[src/rtl/bp_update_ctrl_pkg.sv]
// Shared constants for the branch-predictor update controller.
// FSM encodings, data bus width and sequential PC increment.
package bp_update_ctrl_pkg;

  localparam int DataBusBits = 64;
  localparam int PcInc = 4;

  typedef enum logic {
    BPU_INIT = 1'b0,
    BPU_RUN  = 1'b1
  } bpu_state_e;

endpackage

[src/rtl/bp_update_ctrl_sync_fifo.sv]
// sync_fifo: small synchronous FIFO with wrap-bit pointers.
// Reusable by any pipeline buffer; head is the oldest entry.
module sync_fifo #(
  parameter int WIDTH = 8,
  parameter int DEPTH = 4
) (
  input  logic             clk,
  input  logic             reset,
  input  logic             push,
  input  logic             pop,
  input  logic [WIDTH-1:0] wdata,
  output logic             full,
  output logic             empty,
  output logic [WIDTH-1:0] head
);

  localparam int AW = $clog2(DEPTH);
  localparam logic [AW:0] PtrOne = 1;

  logic [AW:0]      wptr;
  logic [AW:0]      rptr;
  logic [WIDTH-1:0] mem [DEPTH];

  logic do_push;
  logic do_pop;

  assign do_push = push & ~full;
  assign do_pop  = pop & ~empty;

  // Pointer advance; push and pop may coincide.
  always_ff @(posedge clk) begin
    if (reset) begin
      wptr <= '0;
      rptr <= '0;
    end else begin
      if (do_push) wptr <= wptr + PtrOne;
      if (do_pop)  rptr <= rptr + PtrOne;
    end
  end

  // Storage write; contents are don't-care while empty.
  always_ff @(posedge clk) begin
    if (do_push) mem[wptr[AW-1:0]] <= wdata;
  end

  assign full  = (wptr[AW] != rptr[AW]) &&
                 (wptr[AW-1:0] == rptr[AW-1:0]);
  assign empty = (wptr == rptr);
  assign head  = mem[rptr[AW-1:0]];

endmodule

[src/rtl/bp_update_ctrl.sv]
// Branch-predictor update controller: mispredict redirect plus
// FIFO-buffered predictor training. Option: BP_UPDATE_PERF_EN.
module bp_update_ctrl
  import bp_update_ctrl_pkg::*;
#(
  parameter int XLEN        = DataBusBits,
  parameter int DEPTH       = 4,
  parameter int INIT_CYCLES = 2
) (
  input  logic            clk,
  input  logic            reset,
  input  logic            res_valid,
  output logic            res_ready,
  input  logic [XLEN-1:0] res_pc,
  input  logic [XLEN-1:0] res_target,
  input  logic            res_taken,
  input  logic [XLEN-1:0] res_pred_pc,
  output logic            redirect_valid,
  output logic [XLEN-1:0] redirect_pc,
  output logic            bp_we,
  output logic [XLEN-1:0] bp_pc,
  output logic [XLEN-1:0] bp_target,
  output logic            bp_taken,
`ifdef BP_UPDATE_PERF_EN
  output logic [31:0]     perf_branches,
  output logic [31:0]     perf_mispredicts,
`endif
  output logic            busy
);

  localparam int EW = 2 * XLEN + 1;
  localparam int CW = $clog2(INIT_CYCLES) + 1;
  localparam logic [CW-1:0] CntLast = CW'(INIT_CYCLES - 1);
  localparam logic [CW-1:0] CntOne  = 1;

  bpu_state_e state;
  bpu_state_e state_nxt;
  logic [CW-1:0] cnt;

  logic in_init;
  logic drain_en;

  logic          accept;
  logic          mispredict;
  logic [XLEN-1:0] next_pc;

  logic          f_full;
  logic          f_empty;
  logic          f_pop;
  logic [EW-1:0] f_wdata;
  logic [EW-1:0] f_head;

  assign res_ready = ~f_full;
  assign accept    = res_valid & res_ready;

  assign next_pc = res_taken ? res_target
                             : res_pc + XLEN'(PcInc);

  assign mispredict = accept & (next_pc != res_pred_pc);

  assign f_wdata = {res_pc, res_target, res_taken};
  assign f_pop   = drain_en & ~f_empty;

  sync_fifo #(
    .WIDTH(EW),
    .DEPTH(DEPTH)
  ) u_fifo (
    .clk  (clk),
    .reset(reset),
    .push (accept),
    .pop  (f_pop),
    .wdata(f_wdata),
    .full (f_full),
    .empty(f_empty),
    .head (f_head)
  );

  // State register and INIT cycle counter.
  always_ff @(posedge clk) begin
    if (reset) begin
      state <= BPU_INIT;
      cnt   <= '0;
    end else begin
      state <= state_nxt;
      if (state == BPU_INIT) cnt <= cnt + CntOne;
    end
  end

  // Next state: leave INIT once the tables have had time to clear.
  always_comb begin
    state_nxt = state;
    unique case (state)
      BPU_INIT: if (cnt == CntLast) state_nxt = BPU_RUN;
      BPU_RUN:  state_nxt = BPU_RUN;
      default:  state_nxt = BPU_INIT;
    endcase
  end

  // State decode: draining is only allowed in RUN.
  always_comb begin
    in_init  = 1'b0;
    drain_en = 1'b0;
    unique case (state)
      BPU_INIT: in_init  = 1'b1;
      BPU_RUN:  drain_en = 1'b1;
      default:  in_init  = 1'b1;
    endcase
  end

  // One-cycle redirect pulse; the PC holds between pulses.
  always_ff @(posedge clk) begin
    if (reset) begin
      redirect_valid <= 1'b0;
      redirect_pc    <= '0;
    end else begin
      redirect_valid <= mispredict;
      if (mispredict) redirect_pc <= next_pc;
    end
  end

  // Registered predictor write of the popped FIFO head.
  always_ff @(posedge clk) begin
    if (reset) begin
      bp_we     <= 1'b0;
      bp_pc     <= '0;
      bp_target <= '0;
      bp_taken  <= 1'b0;
    end else begin
      bp_we <= f_pop;
      if (f_pop) begin
        bp_pc     <= f_head[EW-1 -: XLEN];
        bp_target <= f_head[XLEN:1];
        bp_taken  <= f_head[0];
      end
    end
  end

`ifdef BP_UPDATE_PERF_EN
  // Free-running event counters, wrapping at 2^32.
  always_ff @(posedge clk) begin
    if (reset) begin
      perf_branches    <= '0;
      perf_mispredicts <= '0;
    end else begin
      if (accept)     perf_branches    <= perf_branches + 32'd1;
      if (mispredict) perf_mispredicts <= perf_mispredicts + 32'd1;
    end
  end
`endif

  assign busy = in_init | ~f_empty | bp_we;

endmodule

[config.mk]
export PLATFORM = sky130hd
export DESIGN_NAME = bp_update_ctrl
export DESIGN_NICKNAME = d
export VERILOG_FILES = /design/src/rtl/bp_update_ctrl_pkg.sv /design/src/rtl/bp_update_ctrl_sync_fifo.sv /design/src/rtl/bp_update_ctrl.sv
export SDC_FILE = /design/constraint.sdc
export NUM_CORES = 1
export LEC_CHECK = 0
export ABC_AREA = 1
export CORE_ASPECT_RATIO = 0.5
export CORE_MARGIN = 2
export CORE_UTILIZATION = 55
export DETAILED_ROUTE_END_ITERATION = 7
export DONT_BUFFER_PORTS = 1
export PLACE_DENSITY_LB_ADDON = 0.15
export SLEW_MARGIN = 20
export SYNTH_ARGS = -nofsm -noshare
export SYNTH_HDL_FRONTEND = slang
export SYNTH_HIERARCHICAL = 1
export SYNTH_SLANG_ARGS = --single-unit
[constraint.sdc]
create_clock -name clk -period 13.7 [get_ports clk]
set_input_delay 2.055 -clock clk [delete_from_list [all_inputs] [get_ports clk]]
set_output_delay 2.055 -clock clk [all_outputs]
set_load 0.005 [all_outputs]
==> metrics.csv <==
stage;metric;value;unit
worst_setup_path;R2R Path End;u_fifo/mem[3][20]$_DFFE_PP_;
cells_and_area;most frequent cells in the layout;nor2_1 (738), nand2_1 (524), edfxtp_1 (516);
sta;Finish-stage setup viols;0;
global_route;number of global-route vias before repair;21466;
cts;Clock Tree Buf Depth;3;
worst_setup_path;startpoint types;primary input;
synthesis;sequential fraction of the synthesis area;0.630;
cells_and_area;commonest non-fill, non-tap cell in the layout;nor2_1;
worst_setup_path;worst r2r src;u_fifo/wptr[0]$_SDFFE_PP0P_;
cells_and_area;layout cells sized above 1;0.0695;
sta;slack of the critical path;7890;ps
global_route;grt ovf;0;
cts;clock tree from TritonCTS;yes;
sta;Slew headroom;0.253;
run;max-cap violation count;0;
worst_setup_path;crit path from;res_taken;
worst_setup_path;Largest stage delay, worst path;990;ps
cts;CTS Root Cell;clkbuf_16;
global_route;first-pass GRT wire length;142000;um
outcome;status;completed;
global_route;initial antenna violation count;7;
worst_setup_path;slowest stage cell, crit path;nand2_1;
routing;DR DRC count;0;
synthesis;Cell Area, Synth;31100;um^2
hold_path;worst min path class;reg2reg;
worst_setup_path;crit path DAT;6330;ps
synthesis;syn_nets;3463;
sta;RSZ-0062 raised after global routing;false;
die;area of the core;55700;um^2
cts;Reg clk slew, reported paths;70;ps
power;LEAKAGE;12.8;nW
cts;H-tree levels;2;
worst_setup_path;crit path to;redirect_pc[31]$_SDFFE_PP0P_;
placed_design;IO buf count;0;
sta;WHS;513;ps
sta;Final TNS setup;0;ps
worst_setup_path;R2R setup slack;9790;ps
worst_setup_path;Crit. End Element;flop;
cells_and_area;Post-Layout Inst Area;33600;um^2
routing;first-pass iteration count of the detailed router;8;
die;row cnt;61;
sta;Tmin final;5810;ps
power;power per cell area;162;nW/um^2
sta;Slew @ Worst Pin;1120;ps
cts;total CTS buffers;59;
routing;DR vias;23711;
routing;initial drt markers;2575;
placed_design;Placement Cell Area;31400;um^2
placed_design;gp weighted congestion;1.01;
synthesis;Syn Inst Count;3260;
sta;final worst-path cycle share;0.424;
global_route;largest net degree at the start of global routing;125;
synthesis;Yosys reg bits;722;
sta;Worst Clk Skew;21.1;ps
worst_setup_path;WS Path Type;in2reg;
routing;wire length per cell;24.8;um
sta;Final Hold Violating Endpoints;0;
synthesis;mean post-synth cell area;9.55;um^2
synthesis;synth warn;6;
worst_setup_path;critical path cell sequence;clkinv_2 -> buf_4 -> nand3_1 -> nand2_1 -> nand2_1 -> nand2_1 -> nand4_1 -> nor2_1 -> nand2_1 -> nor2_1 -> nand3_4 -> nand2_1 -> nand2_1 -> nand2_1 -> nor2_1;
cts;Clock Latency Late Sink;630;ps
routing;Detail Route Antenna Nets;0;
cts;clock sink total;722;
die;die height;172;um
placed_design;dpl ws;7380;ps
sta;Peak Freq;172;MHz
cts;Hold Buf Count CTS;0;
synthesis;library cells used by synthesis;36;
worst_setup_path;CP Max Fanout;69;
power;Worst IR Drop VDD;113;uV
placed_design;dpl hpwl;67900;um
global_route;Total GRT Usage;0.329;
die;Chip Width;341;um
worst_setup_path;CP dominant cell by count;nand2_1;
cts;postcts setup bufs;0;
die;DIE AREA;58700;um^2
cells_and_area;final net count;3376;
worst_setup_path;Top delay family on crit path;simple AND/OR/NAND/NOR gates;
cells_and_area;fillers;4725;
sta;fin. max-slew vios;0;
cells_and_area;FF/Latch Area;19600;um^2
die;Starting Density;0.559;
worst_setup_path;Data required, critical path;14210;ps
cells_and_area;multi-input logic area;10000;um^2
routing;WL final;98700;um
cells_and_area;area grow syn2layout;7.94;%
worst_setup_path;CP Buf/Inv Count;2;
die;I/O pin count;393;
cts;Resized Gates After CTS;0;
worst_setup_path;Worst path depth;15;
routing;via density per instance;5.95;
worst_setup_path;R2R depth;9;
## through the flow
stage	total power [W]	util	std cells
global placement	0.00357	0.564	3868
detailed placement	0.00358	0.564	3868
finish	0.00544	0.603	3984
CTS	0.00546	0.603	3980
global route	0.00566	0.603	3982
floorplan	0.00337	-	3260
## registers in the layout, indices dropped and copies added (netlist names), 2 cells and up, named ones only
name,count
u_fifo/mem,516
bp_pc,64
bp_target,64
redirect_pc,64
u_fifo/rptr,3
u_fifo/wptr,3
cnt,2
## power breakdown
| group | leakage (nW) | switching, W | internal (W) |
|---|---|---|---|
| Sequential | 6.42 | 0.000130 | 0.00260 |
| Clock | 1.06 | 0.000796 | 0.00109 |
| Combinational | 5.32 | 0.000592 | 0.000228 |
## worst register-to-register path: cells and delay by family (launching register included)
family                 cells  cell delay, ps
AND/OR/NAND/NOR            6            1850
flip-flops                 1             430
buffers and inverters      3            1120
## worst min-delay path by stage
stage / start / endpoint / cells after the start
floorplan: redirect_pc[0]$_SDFFE_PP0P_ / redirect_pc[0]$_SDFFE_PP0P_ / 2
global placement: state$_SDFF_PP0_ / state$_SDFF_PP0_ / 2
detailed placement: redirect_pc[50]$_SDFFE_PP0P_ / redirect_pc[50]$_SDFFE_PP0P_ / 2
CTS: redirect_pc[50]$_SDFFE_PP0P_ / redirect_pc[50]$_SDFFE_PP0P_ / 2
global route: redirect_pc[51]$_SDFFE_PP0P_ / redirect_pc[51]$_SDFFE_PP0P_ / 2
finish: redirect_pc[50]$_SDFFE_PP0P_ / redirect_pc[50]$_SDFFE_PP0P_ / 2
## cell type report
cell class / instances / area share
Clock buffer: 74 / 0.0484
Antenna cell: 4 / 0.000298
Tap cell: 756 / 0.0281
Clock inverter: 38 / 0.0166
Multi-Input combinational cell: 2194 / 0.297
Inverter: 172 / 0.0198
Sequential cell: 722 / 0.584
Timing Repair Buffer: 24 / 0.00536
## cells by family after synthesis
logic type	Yosys count	synth area share
AND/OR/NAND/NOR	1576	0.211
adder cells (fa/ha/maj)	7	0.00281
buffers and inverters	344	0.0506
flip-flops	722	0.630
AO/OA/AOI/OAI	608	0.105
XOR/XNOR	3	0.000844
## routing by layer
| layer | vias up | global-route usage | share of wire |
|---|---|---|---|
| li1 | 10938 | - | - |
| met1 | 11630 | 0.490 | 0.44 |
| met2 | 978 | 0.500 | 0.44 |
| met3 | 165 | 0.0522 | 0.083 |
| met4 | 0 | 0.0929 | 0.031 |
| met5 | - | 0 | 0 |
## cells in the mapped netlist (all sizes together)
| master | count | share of area |
|---|---|---|
| nor2 | 758 | 0.094 |
| nand2 | 530 | 0.065 |
| edfxtp | 516 | 0.50 |
| o21ai | 413 | 0.066 |
| dfxtp | 206 | 0.13 |
| nand3 | 174 | 0.028 |
| inv | 172 | 0.021 |
| o22ai | 129 | 0.026 |
| clkbuf | 106 | 0.013 |
| buf | 66 | 0.017 |
| a21oi | 57 | 0.010 |
| or2 | 54 | 0.011 |
| nand3b | 34 | 0.0082 |
| nand4 | 25 | 0.0050 |
| ha | 7 | 0.0028 |
| o211ai | 4 | 0.00096 |
| o21bai | 4 | 0.00096 |
| xnor2 | 2 | 0.00056 |
| a21boi | 1 | 0.00024 |
| and2 | 1 | 0.00020 |
| xor2 | 1 | 0.00028 |
(Power assumes the default switching activity.)
